### src/rtl/onehot_grant_decoder_if.sv
// Request/grant bundle between the encoder, onehot_grant_decoder and the grantees.
// master drives requests and done; slave is the decoder.
interface onehot_grant_decoder_if #(
  parameter int IDX_W = 2
);
  localparam int GNT_W = 2**IDX_W;

  logic             req_valid;
  logic [IDX_W-1:0] req_idx;
  logic             req_error;
  logic             req_ready;
  logic [GNT_W-1:0] grant;
  logic             grant_valid;
  logic [IDX_W-1:0] grant_idx;
  logic             done;
  logic             timeout;
  logic [7:0]       err_cnt;

  modport master (
    output req_valid, req_idx, req_error, done,
    input  req_ready, grant, grant_valid, grant_idx, timeout, err_cnt
  );

  modport slave (
    input  req_valid, req_idx, req_error, done,
    output req_ready, grant, grant_valid, grant_idx, timeout, err_cnt
  );
endinterface

### src/rtl/onehot_grant_decoder.sv
// Turns an encoded index into a registered one-hot grant, held until done or
// a hold timeout, with a one-entry pending slot for back-to-back grants.
module onehot_grant_decoder #(
  parameter int IDX_W    = 2,
  parameter int HOLD_MAX = 8
) (
  input  logic                  clk,
  input  logic                  rstN,
  onehot_grant_decoder_if.slave bus
);
  localparam int         GNT_W     = 2**IDX_W;
  localparam logic [7:0] HOLD_LAST = 8'(HOLD_MAX - 1);

  typedef enum logic {IDLE, GRANT} state_t;

  state_t           state_q, state_n;
  logic [GNT_W-1:0] grant_q, grant_n;
  logic [IDX_W-1:0] gidx_q, gidx_n;
  logic [IDX_W-1:0] pidx_q, pidx_n;
  logic             pvld_q, pvld_n;
  logic [7:0]       hold_q, hold_n;
  logic [7:0]       errc_q, errc_n;
  logic             to_q, to_n;
  logic             acc_ok, acc_err, term;

  // Ready depends only on the pending register, so no path from req_valid.
  assign bus.req_ready   = !pvld_q;
  assign acc_ok          = bus.req_valid && !pvld_q && !bus.req_error;
  assign acc_err         = bus.req_valid && !pvld_q &&  bus.req_error;
  assign term            = bus.done || (hold_q == HOLD_LAST);

  assign bus.grant       = grant_q;
  assign bus.grant_valid = |grant_q;
  assign bus.grant_idx   = gidx_q;
  assign bus.timeout     = to_q;
  assign bus.err_cnt     = errc_q;

  always_ff @(posedge clk or negedge rstN) begin
    if (!rstN) begin
      state_q <= IDLE;
      grant_q <= '0;
      gidx_q  <= '0;
      pidx_q  <= '0;
      pvld_q  <= 1'b0;
      hold_q  <= '0;
      errc_q  <= '0;
      to_q    <= 1'b0;
    end else begin
      state_q <= state_n;
      grant_q <= grant_n;
      gidx_q  <= gidx_n;
      pidx_q  <= pidx_n;
      pvld_q  <= pvld_n;
      hold_q  <= hold_n;
      errc_q  <= errc_n;
      to_q    <= to_n;
    end
  end

  always_comb begin
    state_n = state_q;
    grant_n = grant_q;
    gidx_n  = gidx_q;
    pidx_n  = pidx_q;
    pvld_n  = pvld_q;
    hold_n  = hold_q;
    to_n    = 1'b0;
    errc_n  = errc_q;

    if (acc_err && errc_q != 8'hFF) errc_n = errc_q + 8'd1;

    case (state_q)
      IDLE: begin
        if (acc_ok) begin
          state_n = GRANT;
          grant_n = GNT_W'(1) << bus.req_idx;
          gidx_n  = bus.req_idx;
          hold_n  = '0;
        end
      end
      GRANT: begin
        if (term) begin
          // done beats an expiring hold counter in the same cycle
          to_n   = !bus.done;
          hold_n = '0;
          if (pvld_q) begin
            grant_n = GNT_W'(1) << pidx_q;
            gidx_n  = pidx_q;
            pvld_n  = 1'b0;
          end else if (acc_ok) begin
            grant_n = GNT_W'(1) << bus.req_idx;
            gidx_n  = bus.req_idx;
          end else begin
            grant_n = '0;
            state_n = IDLE;
          end
        end else begin
          hold_n = hold_q + 8'd1;
          if (acc_ok) begin
            pvld_n = 1'b1;
            pidx_n = bus.req_idx;
          end
        end
      end
      default: state_n = IDLE;
    endcase
  end
endmodule

### src/flat_wrapper.sv
// flat-port wrapper written by rule: the top's interface ports become plain ports
module onehot_grant_decoder_flat 
#(
  parameter int IDX_W    = 2,
  parameter int HOLD_MAX = 8
)
  (clk, rstN, bus_req_valid, bus_req_idx, bus_req_error, bus_done, bus_req_ready, bus_grant, bus_grant_valid, bus_grant_idx, bus_timeout, bus_err_cnt);
  onehot_grant_decoder_if #(.IDX_W(IDX_W)) bus_i ();
  input  logic clk;
  input  logic rstN;
  input wire logic [$bits(bus_i.req_valid)-1:0] bus_req_valid;
  input wire logic [$bits(bus_i.req_idx)-1:0] bus_req_idx;
  input wire logic [$bits(bus_i.req_error)-1:0] bus_req_error;
  input wire logic [$bits(bus_i.done)-1:0] bus_done;
  output wire logic [$bits(bus_i.req_ready)-1:0] bus_req_ready;
  output wire logic [$bits(bus_i.grant)-1:0] bus_grant;
  output wire logic [$bits(bus_i.grant_valid)-1:0] bus_grant_valid;
  output wire logic [$bits(bus_i.grant_idx)-1:0] bus_grant_idx;
  output wire logic [$bits(bus_i.timeout)-1:0] bus_timeout;
  output wire logic [$bits(bus_i.err_cnt)-1:0] bus_err_cnt;
  assign bus_i.req_valid = bus_req_valid;
  assign bus_i.req_idx = bus_req_idx;
  assign bus_i.req_error = bus_req_error;
  assign bus_i.done = bus_done;
  assign bus_req_ready = bus_i.req_ready;
  assign bus_grant = bus_i.grant;
  assign bus_grant_valid = bus_i.grant_valid;
  assign bus_grant_idx = bus_i.grant_idx;
  assign bus_timeout = bus_i.timeout;
  assign bus_err_cnt = bus_i.err_cnt;
  onehot_grant_decoder #(.IDX_W(IDX_W), .HOLD_MAX(HOLD_MAX)) u_core (.clk(clk), .rstN(rstN), .bus(bus_i));
endmodule
### config.mk
export PLATFORM = sky130hd
export DESIGN_NAME = onehot_grant_decoder_flat
export DESIGN_NICKNAME = d
export VERILOG_FILES = /design/src/rtl/onehot_grant_decoder_if.sv /design/src/rtl/onehot_grant_decoder.sv /design/src/flat_wrapper.sv
export SDC_FILE = /design/constraint.sdc
export NUM_CORES = 1
export LEC_CHECK = 0
export ABC_CLOCK_PERIOD_IN_PS = 2050
export BUFFER_PORTS_ARGS = -buffer_cell sky130_fd_sc_hd__buf_2
export CAP_MARGIN = 20
export CORE_ASPECT_RATIO = 0.6
export CORE_MARGIN = 2
export CORE_UTILIZATION = 30
export CTS_CLUSTER_DIAMETER = 60
export DETAILED_ROUTE_END_ITERATION = 6
export SLEW_MARGIN = 0
export SYNTH_ARGS = -nofsm -noshare
export SYNTH_HDL_FRONTEND = slang
export SYNTH_SLANG_ARGS = --single-unit
### constraint.sdc
create_clock -name clk -period 2.05 [get_ports clk]
set_input_delay 0.5125 -clock clk [delete_from_list [all_inputs] [get_ports clk]]
set_output_delay 0.5125 -clock clk [all_outputs]
set_load 0.05 [all_outputs]
* Word level (Yosys, flattened, before mapping) *
Cells that the tools add are included.

storage, ports and cells
  flip-flop bits (word level) = 27
  logic and storage cells = 51
  input bits = 7
  output and inout bits = 17

operators by class
  muxes and demuxes = 20
  reduce and logical (&&, ||, !) cells = 13
  $add $sub $neg = 2
  bitwise gates (word level) = 2
  equality and inequality tests = 4
  shift operators = 2

operators by type and width
  operator                                                            count
  8-bit by 1-bit adder with 8-bit output (second input constant)      2
  4-bit two-way mux                                                   4
  8-bit two-way mux                                                   2
  8-bit one-hot mux with 2 select lines                               1
  8-bit by 3-bit == test with 1-bit output (second input constant)    1
  8-bit != test (second input constant)                               1
  4-bit one-hot mux with 2 select lines                               1
  1-bit by 2-bit << shifter with 4-bit output (first input constant)  2
  1-bit two-way mux                                                   7
  2-bit two-way mux                                                   3
  1-bit logical AND                                                   4
  2-bit one-hot mux with 2 select lines                               1
  2-bit AND reduction                                                 2
  4-bit OR reduction                                                  1
  1-bit zero test                                                     3
  3-bit AND reduction                                                 1
  2-bit by 1-bit != test with 1-bit output (second input constant)    1
  2-bit != test (second input constant)                               1
  1-bit inverter                                                      2
  1-bit one-hot mux with 2 select lines                               1
  2-bit nonzero test                                                  1
  1-bit logical OR                                                    1

* Depth between registers and ports, before layout *
Gate-level depths: netlist of run 1.

  depth after elaboration = 7
  gate-level depth with buffers = 6
  gate-level depth less buffers = 5

* Worst setup path before layout of run 1 *
OpenSTA, ideal clock, no wires.

  path type = reg-to-reg
  from = register u_core.errc_q[0] (netlist: u_core.bus.err_cnt[0])
  to = register u_core.errc_q[6] (netlist: u_core.bus.err_cnt[6])
  path buffers = 0
  setup slack = 126 ps
  required time = 1902 ps
  period minus slack after synthesis = 1924 ps
  cell stages (with the launch flop) = 6
  data arrival time = 1776 ps
  library setup time = 148 ps
  cells stage by stage = dfrtp_1 -> ha_1 -> and4_1 -> a41oi_2 -> and3_1 -> xor2_1

on the way
  word-level cells in the longest chain between the ends = 2
  elaborated cells between the ends (all ways) = 3
  those cells by class = add/sub: 1; eq/ne: 1; reduce/logical: 1

ends and longest elaborated chain
  item                                                                            RTL line                    source
  start: declaration                                                              onehot_grant_decoder.sv:22  logic [7:0] errc_q, errc_n;
  start signal: assignment                                                        onehot_grant_decoder.sv:55  errc_q <= errc_n;
  branches (longest 2 deep; another with 8-bit by 1-bit adder with 8-bit output)  n/a

Parallel ways; which one is timed is not known.
A chain may end at the register's enable or synchronous reset.

* Final worst setup path of run 1 *
  from = register u_core.grant_q[1] (netlist: u_core.bus.grant[1])
  to = output bus_grant_valid

on the way
  word-level cells in the longest chain between the ends = 1

ends and longest elaborated chain
  item                      RTL line                    source
  start: declaration        onehot_grant_decoder.sv:17  logic [GNT_W-1:0] grant_q, grant_n;
  start signal: assignment  onehot_grant_decoder.sv:50  grant_q <= grant_n;
  4-bit OR reduction        onehot_grant_decoder.sv:33  assign bus.grant_valid = |grant_q;
  end: declaration          flat_wrapper.sv:17          output wire logic [$bits(bus_i.grant_valid)-1:0] bus_grant_valid;

Every way passes these cells.

==> flow_summary.ini, run 1 <==
[worst_setup_path]
cp_num_cells = 2
crit_path_start_kind = flip-flop
endpoint_kind = output port
r2r_cells = 4
required_ns = 1.54
critical-path-top-delay-family = simple AND/OR/NAND/NOR gates
regToRegSetupSlack_ns = 0.25
cp.arrival_ns = 1.42
critPathMaxStageDelay_ns = 0.52
crit_chain = or4_1, buf_2
cp.buffers_inverters = 1
slowest_stage = or4_1
critPathMaxFanout = 3
path_class = flip-flop to output port

[global_routing]
first_global_vias = 913
grt_antenna_before_repair = 0
grtUsageTotal = 0.116
grt_overflow = 0
grt_max_degree = 28
grt_pass1_wl_mm = 4.84

[power_and_ir_drop]
clkPwrFrac = 0.127
p_per_area_nw_per_um2 = 1450
swShare = 0.500
p_leak_uw = 0.000748
power.total_uw = 2360
pwr-share-seq = 0.380
power.switching_uw = 1180
peakVddDrop_mv = 0.446
p_comb_frac = 0.493
cell_internal_pwr_uw = 1180

[logic_synthesis]
synth_top_area_frac = 0.484
synth_flop_cell = dfrtp_1
ys_seq_elements = 27
synth_fp_nets = 144
synth_xor_area_frac = 0.0251
syn_area_um2 = 1400
synth_mux_area_frac = 0.0412
avgSynthCellArea_um2 = 10.4
synth_warnings = 0
synthArstFlopShare = 1.00
synth_edf_count = 0
synth_compound_area_frac = 0.209
synth_adder_area_share = 0.0269
syn_inst = 134
yosysMostFrequentCell = dfrtp_1
synthTopCellsByArea = dfrtp_1 (48%), nand3_1 (3.9%), o21ai_1 (3.2%)
synthSimpleGateAreaFrac = 0.177
synth_top_area_cell = dfrtp_1
yosysUniqueCellTypes = 46
synth_top_family_by_area = compound AO/OA/AOI/OAI gates
ys_seq_area_frac = 0.484
synthTopCellsByCount = dfrtp_1 (27), nand3_1 (11), o21ai_1 (9)

[sta]
finalHoldViolations = 0
fin_hold_ws_ns = 0.235
fin_crit_ns = 1.93
tightest_slew_ns = 0.600
rsz0062_at_grt = false
finalSetupViolations = 0
finalSetupTns_ns = 0
finClkSkew_ns = 0.00540
finalCritPeriodShare = 0.944
fmax_mhz = 517
maxSlewViolCount = 0
slew_headroom = 0.600

[drt]
viasPerCell = 4.94
drc = 0
drtAntennaViolNets = 0
wl_mm = 2.94
vias = 1102
drtIter0Drc = 116
first_pass_iters = 5
wire_per_inst_um = 13.2

[clock_network]
root_buffer = clkbuf_8
cts_buffer_depth = 2
cts_tree = built
cts_hold_buffers = 0
cts.sinks = 27
cts_buffers = 3
clock_latency_ns = 0.27
h-tree-depth = 1
postCtsResizedCells = 0
path_clk_slew_ns = 0.09
cts_setup_buffers = 0

[die]
pin_count = 24
fp.dieW_um = 92.1
start_util = 0.309
die_area_um2 = 5230
core_um2 = 4520
dieHeight_um = 56.8
rows = 19

[final_layout]
area_growth_pct = 16.8
n_fill_cell = 469
n_antenna_cell = 0
layoutNonFillerInstCount = 223
fin_nets = 171
drive_above_1_share = 0.238

[placement]
gp_congestion = 0.815
dpl.cell_count = 219
io_buffer_count = 23
dp_hpwl_mm = 2.24

[flow_run]
maxCapViolations = 0

[run_status]
status = finished, final reports clean

[hold_path]
min_path_type = input pin to async pin
==> layout by cell type (no fill, tap or decap), drive strengths merged, types with 2 or more instances in the layout <==
cell type	n
nor3	2
mux2	3
a22oi	2
mux2i	2
nand2b	2
o22ai	2
nor2	9
a21o	2
nand4	2
inv	4
o21ai	15
a41oi	3
a31oi	2
xnor2	2
and3	4
nand2	7
nand3	11
dfrtp	27
buf	27
a21oi	7
clkbuf	3
ha	3
xor2	2
==> layer usage <==
metal,track usage,part of all wire,vias to the layer above
li1,-,-,556
met5,0,0,-
met4,0.0192,0.0048,0
met3,0.0201,0.039,2
met1,0.199,0.57,515
met2,0.147,0.39,29
==> layout make-up <==
type | count | area (um2) | share of cell area
clock buffer | 3 | 41.3 | 0.0253
clock inverter | 1 | 5.00 | 0.00307
inverter | 4 | 15.0 | 0.00921
multi-input combinational | 98 | 669 | 0.411
sequential | 27 | 676 | 0.414
tap | 63 | 78.8 | 0.0484
timing repair buffer | 27 | 145 | 0.0890
==> power by group through the flow <==
stage / combinational, uW / sequential (uW) / clock (uW)
3_5_place_dp: 1160 / 909 / 0
4_1_cts: 1170 / 896 / 316
5_1_grt: 1220 / 927 / 342
2_1_floorplan: 531 / 1240 / 0
6_report: 1160 / 895 / 300
3_3_place_gp: 1160 / 904 / 0
==> cell families (layout without fill, tap and decap cells) <==
kind of cell    count (synthesis)  count (layout)
buf+inv                         9              35
mux                             5               5
compound gates                 42              42
simple gates                   44              44
flops                          27              27
xor+xnor                        4               4
fa+ha+maj                       3               3
==> state kept, by name (all words and copies together), names as in the netlist <==
| register | cells |
|---|---|
| u_core.bus.grant | 4 |
| u_core.hold_q | 8 |
| u_core.state_q | 1 |
| u_core.pvld_q | 1 |
| u_core.bus.timeout | 1 |
| u_core.pidx_q | 2 |
| u_core.bus.err_cnt | 8 |
| u_core.bus.grant_idx | 2 |
==> worst register-to-register path: cells and delay by family, from the launching register on <==
kind	cells	cell delay, ns
mux	1	0.37
compound gates	1	0.35
flops	1	0.44
fa+ha+maj	1	0.27
simple gates	1	0.26
==> stage by stage <==
| stage | util | setup WS, ns | cell area (um2) |
|---|---|---|---|
| 2_1_floorplan | - | 0.126 | 1400 |
| 5_1_grt | 0.361 | 0.0870 | 1630 |
| 6_report | 0.361 | 0.115 | 1630 |
| 4_1_cts | 0.361 | 0.121 | 1630 |
| 3_3_place_gp | 0.351 | 0.238 | 1580 |
| 3_5_place_dp | 0.351 | 0.234 | 1580 |
==> worst paths after layout <==
kind | startpoint | to
max in group asynchronous | rstN | u_core.bus.err_cnt[0]$_DFFE_PN0P_
min in group clk | bus_req_idx[1] | u_core.pidx_q[1]$_DFFE_PN0P_
hold / removal | rstN | u_core.pidx_q[1]$_DFFE_PN0P_
setup reg to reg | u_core.bus.err_cnt[0]$_DFFE_PN0P_ | u_core.bus.err_cnt[1]$_DFFE_PN0P_
setup / recovery | u_core.bus.grant[1]$_DFFE_PN0P_ | bus_grant_valid
hold reg to reg | u_core.bus.err_cnt[3]$_DFFE_PN0P_ | u_core.bus.err_cnt[3]$_DFFE_PN0P_
Note: power is estimated with default switching activity, not from simulation.
==> inputs of run 2 (changes only) <==
==> constraint.sdc (replaced) <==
create_clock -name clk -period 2.05 [get_ports clk]
set_input_delay 0.1025 -clock clk [delete_from_list [all_inputs] [get_ports clk]]
set_output_delay 0.1025 -clock clk [all_outputs]
set_load 0.05 [all_outputs]
==> run 2 against run 1 <==
Design area decreased by 0.31%. Worst hold slack worse by 0.11 ns. Via count is 1.2% higher. Die area stayed put. Register-to-register slack improved by 0.02 ns. Maximum frequency up 8.9%. Critical path depth grew 2. Routed wire length is 2.2% higher. Power down 0.61%. Global-route usage rose by 0.61 points. Highest routed layer unchanged. Sequential share of layout area rose by 0.13 points.
==> flow_summary.ini, run 2 (synthesis gave the netlist of run 1 again) <==
[sta]
slew_headroom = 0.486
fin_crit_ns = 1.78
finalSetupViolations = 0
finalSetupTns_ns = 0
finalCritPeriodShare = 0.867
finalHoldViolations = 0
rsz0062_at_grt = false
tightest_slew_ns = 0.768
maxSlewViolCount = 0
fmax_mhz = 563
finClkSkew_ns = 0.00236

[drt]
viasPerCell = 5.02
wire_per_inst_um = 13.5
drtIter0Drc = 61
drtAntennaViolNets = 0
first_pass_iters = 4
wl_mm = 3.01
vias = 1115
drc = 0

[die]
start_util = 0.309
core_um2 = 4520
dieHeight_um = 56.8
rows = 19
fp.dieW_um = 92.1
pin_count = 24
die_area_um2 = 5230

[worst_setup_path]
critPathMaxStageDelay_ns = 0.44
crit_path_start_kind = flip-flop
required_ns = 2.22
crit_chain = ha_1, and4_1, a41oi_2, mux2_2
slowest_stage = dfrtp_1
critical-path-top-delay-family = flip-flops
cp.buffers_inverters = 0
critPathMaxFanout = 5
endpoint_kind = flip-flop
cp.arrival_ns = 1.95
path_class = flip-flop to flip-flop

[global_routing]
first_global_vias = 995
grtUsageTotal = 0.122
grt_max_degree = 28
grt_overflow = 0
grt_pass1_wl_mm = 5.10
grt_antenna_before_repair = 0

[placement]
gp_congestion = 0.808
io_buffer_count = 23
dp_hpwl_mm = 2.22
dpl.cell_count = 217

[final_layout]
n_antenna_cell = 0
drive_above_1_share = 0.226
area_growth_pct = 16.4
fin_nets = 170
final_cell_mix = dfrtp_1 (27), buf_2 (23), nand3_1 (11)
mostFrequentLayoutCell = dfrtp_1
layoutNonFillerInstCount = 222

[power_and_ir_drop]
p_leak_uw = 0.000742
pwr-share-seq = 0.380
clkPwrFrac = 0.129
cell_internal_pwr_uw = 1160
peakVddDrop_mv = 0.407
power.switching_uw = 1180
p_comb_frac = 0.491
p_per_area_nw_per_um2 = 1440
swShare = 0.503

[run_status]
status = finished, final reports clean

[flow_run]
maxCapViolations = 0

[clock_network]
root_buffer = clkbuf_8
cts_tree = built
h-tree-depth = 1
cts_buffer_depth = 2
cts.sinks = 27
path_clk_slew_ns = 0.09
clock_latency_ns = 0.27
cts_buffers = 3

[hold_path]
min_path_type = input pin to flip-flop
run 2: cell types whose count changed in the layout (fill, tap and decap cells not counted), sizes merged:
cell / before / now
buf: 27 / 25
dlygate4sd3: 0 / 1
run 2: worst register-to-register path: stages, from the launching register on:
cell and delay (ns):
dfrtp_1 0.44, ha_1 0.26, and4_1 0.26, a41oi_2 0.34
mux2_2 0.37
run 2: repair_timing:
action,in CTS,in global routing
setup buffers,0,0
resized for setup,0,0
setup endpoints to repair,0,0
hold endpoints to repair,27,0
hold buffers,1,0
run 2: power by group through the flow:
stage	Sequential (uW)	Clock (uW)	Combinational, uW
after floorplan	1240	0	531
after global placement	893	0	1150
after detailed placement	898	0	1150
after CTS	887	314	1160
after global routing	930	346	1230
final	889	303	1150
run 2: worst paths after layout:
kind                                                   startpoint                                end  slack (ns)  depth (start not counted)
worst min-delay path                               bus_req_idx[0]       u_core.pidx_q[0]$_DFFE_PN0P_        0.13                          2
max in group asynchronous                                    rstN  u_core.bus.err_cnt[5]$_DFFE_PN0P_        1.28                          2
worst max-delay path            u_core.bus.err_cnt[0]$_DFFE_PN0P_  u_core.bus.err_cnt[1]$_DFFE_PN0P_        0.27                          4
worst min register to register    u_core.bus.grant[3]$_DFFE_PN0P_    u_core.bus.grant[3]$_DFFE_PN0P_        0.53                          2
worst max register to register  u_core.bus.err_cnt[0]$_DFFE_PN0P_  u_core.bus.err_cnt[1]$_DFFE_PN0P_        0.27                          4
min in group asynchronous                                    rstN       u_core.pidx_q[0]$_DFFE_PN0P_        0.37                          2
run 2: final cells by class:
type,count,area [um2]
repair buffers,26,140
clock buffers,3,41.3
well taps,63,78.8
fillers,469,2890
multi-input cells,98,669
clock inverters,1,5.00
flip-flops and latches,27,676
inverters,4,15.0
run 2: metrics by stage:
stage | worst slack [ns] | hold WS (ns) | power [uW] | instance area [um2] | utilization
floorplan | 0.126 | -0.193 | 1770 | 1400 | -
global placement | 0.333 | 0.158 | 2040 | 1570 | 0.347
detailed placement | 0.269 | 0.152 | 2050 | 1570 | 0.347
CTS | 0.255 | 0.127 | 2360 | 1630 | 0.360
global route | 0.166 | 0.113 | 2500 | 1630 | 0.360
finish | 0.273 | 0.126 | 2340 | 1630 | 0.360
run 2: per-layer routing:
| layer | GRT usage | routed length (um) | vias to the layer above |
|---|---|---|---|
| met3 | 0.0255 | 140 | 4 |
| met5 | 0 | 0 | - |
| li1 | - | - | 554 |
| met2 | 0.168 | 1260 | 31 |
| met1 | 0.192 | 1560 | 526 |
| met4 | 0.0320 | 40 | 0 |
